==> config.mk <==
export PLATFORM = sky130hd
export DESIGN_NAME = seg7_scan_display
export DESIGN_NICKNAME = d
export VERILOG_FILES = /design/src/rtl/seg7_scan_display.sv
export SDC_FILE = /design/constraint.sdc
export NUM_CORES = 1
export LEC_CHECK = 0
export BUFFER_PORTS_ARGS = -buffer_cell sky130_fd_sc_hd__buf_2
export CAP_MARGIN = 10
export CORE_ASPECT_RATIO = 1.4
export CORE_MARGIN = 2
export CORE_UTILIZATION = 59
export CTS_BUF_LIST = sky130_fd_sc_hd__clkbuf_2 sky130_fd_sc_hd__clkbuf_4 sky130_fd_sc_hd__clkbuf_8
export CTS_CLUSTER_SIZE = 12
export DETAILED_ROUTE_END_ITERATION = 8
export PLACE_DENSITY = 0.83
export SYNTH_ARGS = -nofsm -noshare
export SYNTH_HDL_FRONTEND = slang
export SYNTH_SLANG_ARGS = --single-unit
==> constraint.sdc <==
create_clock -name clk -period 3.5 [get_ports clk]
set_input_delay 0.525 -clock clk [delete_from_list [all_inputs] [get_ports clk]]
set_output_delay 0.525 -clock clk [all_outputs]
set_load 0.03 [all_outputs]
==> src/rtl/seg7_scan_display.sv <==
// Six-digit multiplexed 7-segment driver with frame-coherent digit capture, dead-time and blink.
// Latency: one cycle from the scan position to seg/dig_sel. There is no backpressure; scanning is free-running.
module seg7_scan_display #(
  parameter int SCAN_DIV     = 50000,
  parameter int DEAD         = 4,
  parameter int BLINK_FRAMES = 32
) (
  input  logic       clk,
  input  logic       clr_n,
  input  logic [3:0] d1,
  input  logic [3:0] d2,
  input  logic [3:0] d3,
  input  logic [3:0] d4,
  input  logic [3:0] d5,
  input  logic [3:0] d6,
  input  logic       load,
  input  logic       blink_en,
  output logic [6:0] seg,
  output logic [5:0] dig_sel,
  output logic       frame_tick,
  output logic       blank_phase
);
  localparam int CW = $clog2(SCAN_DIV);
  localparam int FW = (BLINK_FRAMES > 1) ? $clog2(BLINK_FRAMES) : 1;

  logic [CW-1:0]   cnt_q, cnt_d;
  logic [2:0]      idx_q, idx_d;
  logic [5:0][3:0] shadow_q, shadow_d;
  logic [FW-1:0]   fcnt_q, fcnt_d;
  logic            blank_q, blank_d;
  logic [6:0]      seg_q, seg_d;
  logic [5:0]      dig_q, dig_d;
  logic            tick_q, tick_d;
  logic            slot_end, frame_end;

  function automatic logic [6:0] decode(input logic [3:0] code);
    case (code)
      4'h0: decode = 7'h3F;
      4'h1: decode = 7'h06;
      4'h2: decode = 7'h5B;
      4'h3: decode = 7'h4F;
      4'h4: decode = 7'h66;
      4'h5: decode = 7'h6D;
      4'h6: decode = 7'h7D;
      4'h7: decode = 7'h07;
      4'h8: decode = 7'h7F;
      4'h9: decode = 7'h6F;
      4'hE: decode = 7'h79;
      4'hF: decode = 7'h00;
      default: decode = 7'h40;
    endcase
  endfunction

  assign slot_end  = (cnt_q == CW'(SCAN_DIV - 1));
  assign frame_end = slot_end && (idx_q == 3'd5);

  always_comb begin
    cnt_d    = slot_end ? '0 : cnt_q + CW'(1);
    idx_d    = idx_q;
    shadow_d = shadow_q;
    fcnt_d   = fcnt_q;
    blank_d  = blank_q;
    if (slot_end) begin
      idx_d = (idx_q == 3'd5) ? 3'd0 : idx_q + 3'd1;
    end
    // Digits are sampled only at the frame edge so a frame never mixes old and new codes.
    if (frame_end) begin
      if (load) begin
        shadow_d = {d6, d5, d4, d3, d2, d1};
      end
      if (fcnt_q == FW'(BLINK_FRAMES - 1)) begin
        fcnt_d  = '0;
        blank_d = ~blank_q;
      end else begin
        fcnt_d = fcnt_q + FW'(1);
      end
    end
    seg_d  = decode(shadow_q[idx_q]);
    dig_d  = ((cnt_q >= CW'(DEAD)) && !(blink_en && blank_q)) ? (6'd1 << idx_q) : 6'd0;
    tick_d = frame_end;
  end

  always_ff @(posedge clk or negedge clr_n) begin
    if (!clr_n) begin
      cnt_q    <= '0;
      idx_q    <= '0;
      shadow_q <= '0;
      fcnt_q   <= '0;
      blank_q  <= 1'b0;
      seg_q    <= '0;
      dig_q    <= '0;
      tick_q   <= 1'b0;
    end else begin
      cnt_q    <= cnt_d;
      idx_q    <= idx_d;
      shadow_q <= shadow_d;
      fcnt_q   <= fcnt_d;
      blank_q  <= blank_d;
      seg_q    <= seg_d;
      dig_q    <= dig_d;
      tick_q   <= tick_d;
    end
  end

  assign seg         = seg_q;
  assign dig_sel     = dig_q;
  assign frame_tick  = tick_q;
  assign blank_phase = blank_q;
endmodule
Yosys cells after proc, flatten, opt, wreduce, memory -nomap -nowiden

Memory sizes are Yosys's and may differ from the RTL's. A register that Yosys moved wholly into a read port is not among the register bits.
Cells that the tools add are included.

Add/subtract/negate cells: 3
$mul: 0
Div/mod/pow operators: 0
Magnitude comparators: 2
Equality and inequality tests: 3
Shifts and indexed selects: 1
Muxes and demuxes: 6
Bitwise operators: 1
Reductions and logical operators: 7

Operators with widths:

| cell                                                 | count |
|---|---|
| adder 16 x 1 -> 16 bit, second input constant        | 1 |
| == test 16 bit, second input constant                | 1 |
| >= comparator 16 x 3 -> 1 bit, second input constant | 1 |
| two-way mux 16 bit                                   | 1 |
| binary-select mux 4 bit (select 3 bit)               | 1 |
| two-way mux 6 bit                                    | 1 |
| << shifter 1 x 3 -> 6 bit, first input constant      | 1 |
| adder 5 x 1 -> 5 bit, second input constant          | 1 |
| == test 5 bit, second input constant                 | 1 |
| two-way mux 5 bit                                    | 1 |
| < comparator 3 x 4 -> 1 bit, second input constant   | 1 |
| two-way mux 4 bit                                    | 1 |
| AND reduction 2 bit                                  | 2 |
| adder 3 x 1 -> 3 bit, second input constant          | 1 |
| == test 3 bit, second input constant                 | 1 |
| logical AND 1 bit                                    | 3 |
| two-way mux 3 bit                                    | 1 |
| zero test 1 bit                                      | 2 |
| inverter 1 bit                                       | 1 |

Register bits: 56
Bits in latches: 0
Memory bits (writable): 0
ROM bits: 112
Bits of input ports: 28
Output and inout port bits: 15
Logic and storage cells: 36
Memories: 1

Memories:

| memory          | depth | width | rd ports | clocked after memory_dff | write ports | RTL line | source |
|---|---|---|---|---|---|---|---|
| (no name shown) | 16    | 7     | 1        | 1                        | 0           | 37       | `case (code)` |

Logic depth before layout (Yosys ltp)

Word-level depth: 4
Mapped depth: 10
Depth with buffers taken out: 9

Worst setup path after synthesis

No wires, ideal clock.

Path type: register to register
Start: register idx_q[0]
End: register seg_q[5], in the netlist seg[5]
Arrival time: 2384 ps
Data required time: 3413 ps
Slack: 1029 ps
Stages on the path, launching flop included: 10
Path buffers: 1
Cell sequence: dfrtp_1 > buf_2 > mux4_2 > a21oi_1 > ha_1 > or3b_2 > o32a_1 > o221ai_1 > a21o_1 > o211ai_1

Cells in the longest elaborated chain, start to end: 2

Ends and longest elaborated chain:

| what                                    | RTL line | source |
|---|---|---|
| from (decl)                             | 27       | `logic [2:0] idx_q, idx_d;` |
| from (signal assigned)                  | 95       | `idx_q <= idx_d;` |
| binary-select mux 4 bit (select 3 bit)  | 78       | `seg_d = decode(shadow_q[idx_q]);` |
| two-way mux 4 bit (not written as such) | 78       |  |
| to (decl)                               | 31       | `logic [6:0] seg_q, seg_d;` |

Every way passes these cells. The select of a mux whose other input is x is not followed.
A chain may end at the register's enable or synchronous reset.

Worst setup path in the final report

Start: register idx_q[0]
End: register seg_q[0], in the netlist seg[0]

The elaborated chain is that of the path after synthesis.

==> run_results.csv <==
group,metric,value,unit
sta,max_slew_margin,0.486,
synthesis,synth_top_family_by_area,"multiplexers",
worst_setup_path,worstPathRequired,3.71,ns
cts,cts_sinks,63,
routing,ant_nets,0,
placement,hpwl,3710,um
cts,clockBufferDepth,2,
worst_setup_path,max_stage_delay,0.54,ns
worst_setup_path,cpMostUsedCell,"o221ai_1",
synthesis,syn-num-nets,281,
sta,skew,0.00488,ns
finish,multi_input_area,1280,um^2
worst_setup_path,critPathKind,"reg2reg",
synthesis,synth_area,2960,um^2
sta,slew_violations,0,
die,fp.dieArea,5610,um^2
synthesis,synthCells,242,
cts,numCtsBuffers,9,
global_routing,grt_overflow_total,0,
global_routing,grt_pass1_wl,8920,um
synthesis,synthXorXnorAreaFrac,0.0473,
cts,ctsHoldBuffers,0,
cts,cts_resized,0,
finish,register_area,1580,um^2
synthesis,ys_warn_count,0,
finish,layout.nets,329,
status,status,"finished clean",
die,die_y,87.8,um
synthesis,synth-seq-cells,63,
finish,fin_util,0.709,
cts,cts_tree,"done",
sta,finalWorstSetupSlack,0.701,ns
placement,place_ws,0.760,ns
synthesis,synthArstFlopShare,1.00,
global_routing,grt_max_degree,37,
power_and_ir_drop,peakVddDrop,358,uV
worst_setup_path,start_kind,"flop",
job,maxCapViolations,0,
finish,fill_cells,347,
cts,cts_max_level,3,
worst_setup_path,cp_slowest_cell,"mux4_2",
synthesis,synth.avg_cell_area,12.2,um^2
routing,wl,5290,um
worst_setup_path,r2r_slack,0.70,ns
min_path,min_path_type,"in2async",
die,fp.coreArea,4840,um^2
finish,fin_area,3430,um^2
sta,setup-violations-final,0,
worst_setup_path,crit_path_end_kind,"flop",
finish,drive_above_1_share,0.333,
routing,routedWlPerCell,14.8,um
synthesis,ys_types,47,
global_routing,track_usage,0.213,
synthesis,synth-edff-count,0,
placement,placed_cell_area,3200,um^2
sta,rsz0062_at_grt,"false",
worst_setup_path,cp_cell_sequence,"mux4_2, o2bb2ai_1, ha_1, or3b_2, o32a_1, o221ai_1, a21o_1, o221ai_1",
synthesis,yosys.area_share.simple,0.141,
synthesis,synth_seq_area_share,0.532,
power_and_ir_drop,p_leak,1.67,nW
synthesis,synthAdderAreaFrac,0.0465,
worst_setup_path,worstPathMaxFanout,7,
die,ioPinCount,43,
global_routing,antenna_found_initial,0,
cts,cts_root_buf,"clkbuf_8",
sta,min_period,2.80,ns
routing,drtIter0Drc,94,
sta,hold_viol,0,
sta,fin_crit_sh,0.800,
synthesis,synth-compound-area-share,0.0545,
power_and_ir_drop,totalPowerFinal,0.00147,W
die,die_w,63.9,um
worst_setup_path,cp-startpoint,"idx_q[0]",
synthesis,synth_top_flop_cell,"dfrtp_1",
global_routing,grt_pass1_vias,1964,
finish,diodes,0,
placement,port_buffers,42,
synthesis,muxShareOfSynthArea,0.144,
placement,place_congestion,0.862,
sta,max_freq,357,MHz
worst_setup_path,rr_startpoint,"idx_q[0]",
routing,vias,1908,
finish,syn_to_final_growth,16.0,%
worst_setup_path,cp.arrival,3.01,ns
die,start_util,0.612,
sta,finalSetupTns,0,ns
routing,drc,0,
routing,avgViaCountPerCell,5.33,
cts,clk_pin_slew,0.06,ns
die,num_rows,30,
cts,cts_setup_buffers,0,
cts,clock_latency,0.34,ns
routing,first_pass_iters,4,
power_and_ir_drop,p_per_area,429,nW/um^2
sta,worstMarginPinSlew,0.772,ns
-- cell families (layout without fill, tap and decap cells) --
group | count (synthesis) | count (layout)
AOI/OAI and AO/OA | 20 | 20
xor gates and xnor gates | 16 | 16
adders and majority gates | 11 | 11
buffers and inverters | 17 | 69
DFF | 63 | 63
muxes | 37 | 37
and+or+nand+nor | 78 | 78
-- cells in the final DEF (no fill, tap or decap), drive strengths merged, types with 9 or more instances in the layout --
| master | n |
|---|---|
| clkbuf | 12 |
| ha | 11 |
| mux2 | 26 |
| mux2i | 9 |
| xnor2 | 10 |
| nand3 | 14 |
| inv | 10 |
| buf | 44 |
| nor2 | 22 |
| nand2 | 11 |
| dfrtp | 63 |
-- flip-flops by register name (all words and copies together) (netlist names) --
| name | cells |
|---|---|
| dig_sel | 6 |
| shadow_q | 24 |
| frame_tick | 1 |
| fcnt_q | 5 |
| idx_q | 3 |
| seg | 7 |
| cnt_q | 16 |
| blank_phase | 1 |
-- stage by stage --
step | instances | hold WS (ns)
after floorplan | 242 | 0.229
after detailed placement | 343 | 0.496
final | 358 | 0.252
after CTS | 358 | 0.278
after global routing | 358 | 0.335
after global placement | 343 | 0.487
-- cell usage after synthesis, drive strengths merged (6+ instances only) --
master	number	area, um^2
inv	10	37.5
nand3	14	75.1
dfrtp	63	1580
nor3	6	30.0
buf	6	58.8
mux2i	9	90.1
ha	11	138
xor2	6	52.6
mux2	26	293
nand2	11	41.3
nor2	22	82.6
xnor2	10	87.6
-- layout make-up --
cell class | count | share of cell area
clock inverter | 3 | 0.0189
multi-input combinational | 162 | 0.374
inverter | 10 | 0.0109
timing repair buffer | 44 | 0.0656
sequential | 63 | 0.459
clock buffer | 12 | 0.0481
tap | 64 | 0.0233
-- routing by layer --
metal,wire length (um),track usage,up-vias
met5,0,0,-
met4,85,0.103,0
met3,250,0.0527,6
met2,2640,0.351,43
met1,2320,0.262,913
li1,-,-,946
-- worst max-delay path, delay by kind of cell, from the launching register on --
family | cells | cell delay, ns
compound gates | 5 | 0.87
mux | 1 | 0.54
flops | 1 | 0.52
simple gates | 1 | 0.46
fa+ha+maj | 1 | 0.27
-- final timing paths --
kind | end | cells after the start
setup / recovery | seg[0] | 8
hold / removal | cnt_q[10] | 1
setup reg to reg | seg[0] | 8
hold reg to reg | blank_phase | 1
max in group asynchronous | seg[4] | 2
min in group clk | shadow_q[8] | 2
-- where the power goes --
part | internal (W) | leakage [nW] | switching (W)
Clock | 0.000454 | 0.118 | 0.000264
Combinational | 0.0000113 | 0.722 | 0.0000172
Sequential | 0.000728 | 0.830 | 0
Total | 0.00119 | 1.67 | 0.000281
(Power assumes the default switching activity.)
